[src/rtl/cmos_tft_pkg.sv]
// Shared types and constants for the camera-to-TFT bridge.
// Optional colour-bar source is enabled with CMOS_TFT_TESTPAT_EN.
package cmos_tft_pkg;

    localparam int CNT_W = 11;
    localparam logic [CNT_W-1:0] CNT_MAX = '1;

    typedef enum logic [1:0] {
        IDLE,
        SKIP,
        ACTIVE,
        DONE
    } state_t;

    localparam logic [15:0] C_WHITE   = 16'hFFFF;
    localparam logic [15:0] C_YELLOW  = 16'hFFE0;
    localparam logic [15:0] C_CYAN    = 16'h07FF;
    localparam logic [15:0] C_GREEN   = 16'h07E0;
    localparam logic [15:0] C_MAGENTA = 16'hF81F;
    localparam logic [15:0] C_RED     = 16'hF800;
    localparam logic [15:0] C_BLUE    = 16'h001F;
    localparam logic [15:0] C_BLACK   = 16'h0000;

    function automatic logic [15:0] bar_color(input logic [2:0] idx);
        case (idx)
            3'd0:    return C_WHITE;
            3'd1:    return C_YELLOW;
            3'd2:    return C_CYAN;
            3'd3:    return C_GREEN;
            3'd4:    return C_MAGENTA;
            3'd5:    return C_RED;
            3'd6:    return C_BLUE;
            default: return C_BLACK;
        endcase
    endfunction

endpackage

[src/rtl/cmos_byte_pack.sv]
// Packs the camera byte stream (high byte first) into RGB565 pixels.
// Odd trailing bytes are dropped because the phase clears with iLVAL.
module cmos_byte_pack (
    input  logic        iCLK,
    input  logic        iRST,
    input  logic        iLVAL,
    input  logic [7:0]  iDATA,
    output logic [15:0] oPIX,
    output logic        oPIX_VALID
);

    logic       phase;
    logic [7:0] hi;

    always_ff @(posedge iCLK or negedge iRST) begin
        if (!iRST) begin
            phase <= 1'b0;
            hi    <= 8'd0;
        end else if (!iLVAL) begin
            phase <= 1'b0;
        end else begin
            phase <= ~phase;
            if (!phase) hi <= iDATA;
        end
    end

    assign oPIX       = {hi, iDATA};
    assign oPIX_VALID = iLVAL & phase;

endmodule

[src/rtl/cmos_tft_bridge.sv]
// OV76xx byte stream to 8080 TFT write bus with crop and frame skip.
// Define CMOS_TFT_TESTPAT_EN to add iTEST and a colour-bar source.
module cmos_tft_bridge
    import cmos_tft_pkg::*;
#(
    parameter int H_START    = 0,
    parameter int V_START    = 0,
    parameter int H_ACT      = 256,
    parameter int V_ACT      = 128,
    parameter int FRAME_SKIP = 0
) (
    input  logic        iCLK,
    input  logic        iRST,
    input  logic        iVSYNC,
    input  logic        iLVAL,
    input  logic [7:0]  iDATA,
    input  logic        iENABLE,
`ifdef CMOS_TFT_TESTPAT_EN
    input  logic        iTEST,
`endif
    output logic [15:0] oLCD_DATA,
    output logic        oLCD_WR,
    output logic        oLCD_CS,
    output logic        oLCD_RS,
    output logic        oLCD_RD,
    output logic        oLCD_RESET,
    output logic        oFRAME_DONE,
    output logic        oBUSY
);

    localparam int W1 = CNT_W + 1;
    localparam logic [W1-1:0] H_LO   = W1'(H_START);
    localparam logic [W1-1:0] H_HI   = W1'(H_START + H_ACT);
    localparam logic [W1-1:0] V_LO   = W1'(V_START);
    localparam logic [W1-1:0] V_HI   = W1'(V_START + V_ACT);
    localparam logic [W1-1:0] H_LAST = W1'(H_START + H_ACT - 1);
    localparam logic [W1-1:0] V_LAST = W1'(V_START + V_ACT - 1);
    localparam logic [CNT_W-1:0] SKIP_N = CNT_W'(FRAME_SKIP);

    state_t            state, nxt;
    logic              v_q, l_q;
    logic [CNT_W-1:0]  x, y, skip_cnt;
    logic              skip_pend, ok_q;
    logic [1:0]        last_sr;
    logic [15:0]       pix, pix_out;
    logic              pix_valid;
    logic              frame_start, v_rise, l_fall;
    logic              in_win, wr_en, is_last, fin;

    cmos_byte_pack u_pack (
        .iCLK       (iCLK),
        .iRST       (iRST),
        .iLVAL      (iLVAL),
        .iDATA      (iDATA),
        .oPIX       (pix),
        .oPIX_VALID (pix_valid)
    );

    assign frame_start = v_q & ~iVSYNC;
    assign v_rise      = ~v_q & iVSYNC;
    assign l_fall      = l_q & ~iLVAL;

    assign in_win = ({1'b0, x} >= H_LO) && ({1'b0, x} < H_HI) &&
                    ({1'b0, y} >= V_LO) && ({1'b0, y} < V_HI);
    assign wr_en   = (state == ACTIVE) && pix_valid && in_win;
    assign is_last = ({1'b0, x} == H_LAST) && ({1'b0, y} == V_LAST);
    // last_sr[1] lines up with the cycle the final WR rises
    assign fin     = last_sr[1] || ({1'b0, y} >= V_HI);

`ifdef CMOS_TFT_TESTPAT_EN
    logic [2:0] bar_idx;
    assign bar_idx = 3'(({3'b0, x - CNT_W'(H_START)} << 3) /
                        (CNT_W + 3)'(H_ACT));
    assign pix_out = iTEST ? bar_color(bar_idx) : pix;
`else
    assign pix_out = pix;
`endif

    always_comb begin
        nxt = state;
        unique case (state)
            IDLE: if (frame_start && iENABLE)
                nxt = (skip_pend && FRAME_SKIP != 0) ? SKIP : ACTIVE;
            SKIP: if (frame_start) begin
                if (!iENABLE)              nxt = IDLE;
                else if (skip_cnt == SKIP_N) nxt = ACTIVE;
            end
            ACTIVE: begin
                if (frame_start)          nxt = iENABLE ? ACTIVE : IDLE;
                else if (fin || v_rise)   nxt = DONE;
            end
            DONE:    nxt = IDLE;
            default: nxt = IDLE;
        endcase
    end

    always_ff @(posedge iCLK or negedge iRST) begin
        if (!iRST) begin
            state     <= IDLE;
            v_q       <= 1'b0;
            l_q       <= 1'b0;
            x         <= '0;
            y         <= '0;
            skip_cnt  <= '0;
            skip_pend <= 1'b0;
            ok_q      <= 1'b0;
            last_sr   <= 2'b00;
            oLCD_DATA <= 16'd0;
            oLCD_WR   <= 1'b1;
        end else begin
            state   <= nxt;
            v_q     <= iVSYNC;
            l_q     <= iLVAL;
            ok_q    <= (state == ACTIVE) && fin;
            last_sr <= {last_sr[0], wr_en & is_last};
            oLCD_WR <= ~wr_en;
            if (wr_en) oLCD_DATA <= pix_out;

            if (!iLVAL)                         x <= '0;
            else if (pix_valid && x != CNT_MAX) x <= x + 1'b1;

            if (frame_start)                 y <= '0;
            else if (l_fall && y != CNT_MAX) y <= y + 1'b1;

            if (state == IDLE && nxt == SKIP)    skip_cnt <= CNT_W'(1);
            else if (state == SKIP && frame_start) skip_cnt <= skip_cnt + 1'b1;

            if (state == DONE && ok_q && FRAME_SKIP != 0) skip_pend <= 1'b1;
            else if (nxt == SKIP)                        skip_pend <= 1'b0;
        end
    end

    assign oFRAME_DONE = (state == DONE) && ok_q;
    assign oBUSY       = (state == SKIP) || (state == ACTIVE);
    assign oLCD_CS     = 1'b0;
    assign oLCD_RS     = 1'b1;
    assign oLCD_RD     = 1'b1;
    assign oLCD_RESET  = 1'b1;

endmodule
[config.mk]
export PLATFORM = sky130hd
export DESIGN_NAME = cmos_tft_bridge
export DESIGN_NICKNAME = d
export VERILOG_FILES = /design/src/rtl/cmos_tft_pkg.sv /design/src/rtl/cmos_byte_pack.sv /design/src/rtl/cmos_tft_bridge.sv
export SDC_FILE = /design/constraint.sdc
export NUM_CORES = 1
export LEC_CHECK = 0
export CORE_MARGIN = 3
export CORE_UTILIZATION = 56
export CTS_BUF_LIST = sky130_fd_sc_hd__clkbuf_16
export DETAILED_ROUTE_END_ITERATION = 8
export GPL_TIMING_DRIVEN = 0
export HOLD_SLACK_MARGIN = 0.08
export PLACE_DENSITY = 0.9
export SYNTH_ARGS = -nofsm -noshare
export SYNTH_HDL_FRONTEND = slang
export SYNTH_SLANG_ARGS = --single-unit
[constraint.sdc]
create_clock -name iCLK -period 2.66 [get_ports iCLK]
set_input_delay 0.532 -clock iCLK [delete_from_list [all_inputs] [get_ports iCLK]]
set_output_delay 0.532 -clock iCLK [all_outputs]
set_load 0.05 [all_outputs]
==> impl_metrics.tcl <==
set metrics [dict create \
    avgSynthCellArea_um2 11.13 \
    setup_viol 0 \
    post_drt_wl_per_cell_um 15.40 \
    worst-path-max-fanout 7 \
    startpoint_type "register" \
    route.vias.total 2308 \
    clk_transition_reported_paths_ps 50 \
    min_period_ps 2525 \
    async_flop_share 1.000 \
    p_leak_nw 1.717 \
    cts_made_buffers 9 \
    grt_pass1_vias 2305 \
    tns_ps 0 \
    first_pass_iters 6 \
    irDropWorstVdd_v 0.0008300 \
    endpoint_kind "output port" \
    syn-instance-count 288 \
    synth_cell_types 44 \
    port-buffer-count 31 \
    grt_pass1_wl_um 10830 \
    maxCapViolations 0 \
    ys_seq_area_frac 0.5156 \
    use_met3 0.08333 \
    antenna_found_initial 0 \
    drt_wl_total_um 6267 \
    initial_utilization 0.6008 \
    grt-ovfl-total 0 \
    detail-route-antenna-nets 0 \
    design.die.area_um2 6668 \
    clk_root_buffer_cell "clkbuf_16" \
    max_freq_ghz 0.3960 \
    ys_ff_latch 66 \
    post-route-period-util 0.9493 \
    netlist_area_um2 3206 \
    regArea_um2 1653 \
    grt.busiest_layer "met2" \
    global_route.usage.met1 0.2713 \
    hold_class "in -> async" \
    diodes 0 \
    cts_tree "yes" \
    use_met2 0.3502 \
    hold_ws_ps 277.7 \
    drive_gt1_frac 0.1721 \
    synth_edf_count 0 \
    setup_slack_ps 134.9 \
    dieHeight_um 81.66 \
    via_per_inst 5.671 \
    place_ws_ps -91.22 \
    cts_htree_levels 3 \
    die_w_um 81.66 \
    slew_headroom 0.4750 \
    arrival_ps 1990 \
    fin_skew_ps 5.813 \
    rsz0062_at_grt "false" \
    status "finished, final reports clean" \
    clk_latency_ps 330 \
    core_um2 5335 \
    ctsHoldBuffers 0 \
    fillers 374 \
    ys_warn_count 0 \
    place.gp.congestion 0.8713 \
    ios 36 \
    crit_required_ps 2130 \
    drt_iter0_drc 188 \
    grt_max_degree 67 \
    synth-main-ff-cell "dfrtp_1" \
    cts_max_path_buffers 2 \
    num_rows 26 \
    grt_usage 0.2164 \
    criticalPathCategory "reg -> out" \
    power.density_nw_per_um2 988.6 \
    dp_hpwl_um 4092 \
    cts.sinks 66 \
    slew_violations 0 \
    drc 0 \
    fin_nets 355 \
    area_growth_pct 21.27 \
    worst_pin_slew_ps 787.6 \
    finalHoldViolCount 0 \
    multiInputGateArea_um2 1451 \
]
## through the flow
step,std cells,util,power (mW),cell area [µm²]
6_report,407,0.7287,3.843,3887
5_1_grt,407,0.7287,4.039,3887
4_1_cts,407,0.7273,3.873,3880
3_5_place_dp,391,0.6764,2.801,3608
3_3_place_gp,391,0.6768,2.759,3611
2_1_floorplan,290,-,2.348,3213
## per-layer routing
| metal | vias to the layer above | part of all wire |
|---|---|---|
| li1 | 1094 | - |
| met1 | 1148 | 0.42 |
| met2 | 58 | 0.50 |
| met3 | 8 | 0.063 |
| met4 | 0 | 0.012 |
| met5 | - | 0 |
## repair_timing
item,CTS,global route
setup endpoints to repair,0,1
buffers inserted,0,0
resized for setup,0,1
## state kept, by name, summed over array words and instances, names as in the netlist
register      count
u_pack.phase      1
state             2
ok_q              1
l_q               1
v_q               1
last_sr           2
y                11
oLCD_WR           1
u_pack.hi         8
x                11
skip_cnt         11
oLCD_DATA        16
## placed cells by master (no fill, tap or decap), types with 5 or more instances in the layout
cell type,n
clkbuf_16,9
nand4_1,6
o21ai_0,10
and2_1,5
clkdlybuf4s50_1,30
nor4b_1,5
ha_1,10
nand3_1,12
nand2_1,23
dfrtp_1,65
mux2_2,24
nor2_1,18
and3_1,9
clkbuf_1,8
inv_1,9
xnor2_1,11
a21oi_1,13
buf_4,5
xor2_1,10
## critical path, cell delays in order, from the launching register on
cell,delay (ps)
dfrtp_1,460
inv_1,120
ha_1,290
clkdlybuf4s50_1,790
## Yosys cell counts, types with 2 or more instances
library cell / n / share of area
nor3b_1: 2 / 0.0047
mux2i_1: 4 / 0.012
nor4b_1: 5 / 0.014
dfrtp_1: 65 / 0.51
buf_6: 2 / 0.0070
nand2b_1: 2 / 0.0039
o21a_1: 2 / 0.0047
nor2_1: 18 / 0.021
nor3_1: 4 / 0.0062
inv_1: 9 / 0.011
and2_1: 5 / 0.0098
ha_1: 10 / 0.039
clkbuf_1: 8 / 0.0094
o21ai_0: 10 / 0.016
nor2b_1: 4 / 0.0078
conb_1: 2 / 0.0023
mux2_2: 24 / 0.084
nand4_1: 6 / 0.012
a41oi_1: 2 / 0.0055
buf_4: 4 / 0.0094
nand2_1: 23 / 0.027
xor2_1: 10 / 0.027
a31oi_1: 4 / 0.0078
xnor2_1: 11 / 0.030
nand3_1: 12 / 0.019
a21oi_1: 13 / 0.020
nor4_1: 2 / 0.0039
and3_1: 9 / 0.018
## path summary, 6_finish.rpt
check	from	endpoint	slack [ps]	cells after the start
setup / recovery	state[0]	oBUSY	130	3
hold / removal	iRST	x[3]	280	1
setup reg to reg	state[0]	oLCD_DATA[13]	250	6
hold reg to reg	last_sr[0]	last_sr[1]	350	0
max in group asynchronous	iRST	y[5]	1850	1
min in group iCLK	last_sr[0]	last_sr[1]	350	0
## power breakdown
group / total (mW) / switching (mW) / leakage, nW / internal (mW)
logic: 1.46 / 0.900 / 0.736 / 0.556
registers: 1.33 / 0.135 / 0.854 / 1.20
clock network: 1.06 / 0.432 / 0.127 / 0.625
total: 3.84 / 1.47 / 1.72 / 2.38
## cell families (layout without fill, tap and decap cells)
| logic type | Yosys count | count (layout) | share of synthesized area |
|---|---|---|---|
| AOI/OAI and AO/OA | 41 | 41 | 0.09173 |
| xor gates and xnor gates | 21 | 21 | 0.05738 |
| adders and majority gates | 10 | 10 | 0.03903 |
| buffers and inverters | 23 | 70 | 0.03630 |
| DFF | 66 | 66 | 0.5156 |
| muxes | 28 | 28 | 0.09680 |
| other | 2 | 4 | 0.002343 |
| and+or+nand+nor | 97 | 97 | 0.1608 |
## layout make-up
type	instances	share of cell area
buffer	14	0.02124
clock buffer	9	0.05793
clock inverter	7	0.01191
inverter	9	0.008690
multi-input combinational	201	0.3733
sequential	66	0.4252
tap	70	0.02253
timing repair buffer	31	0.07918
Note: power is estimated with default switching activity, not from simulation.
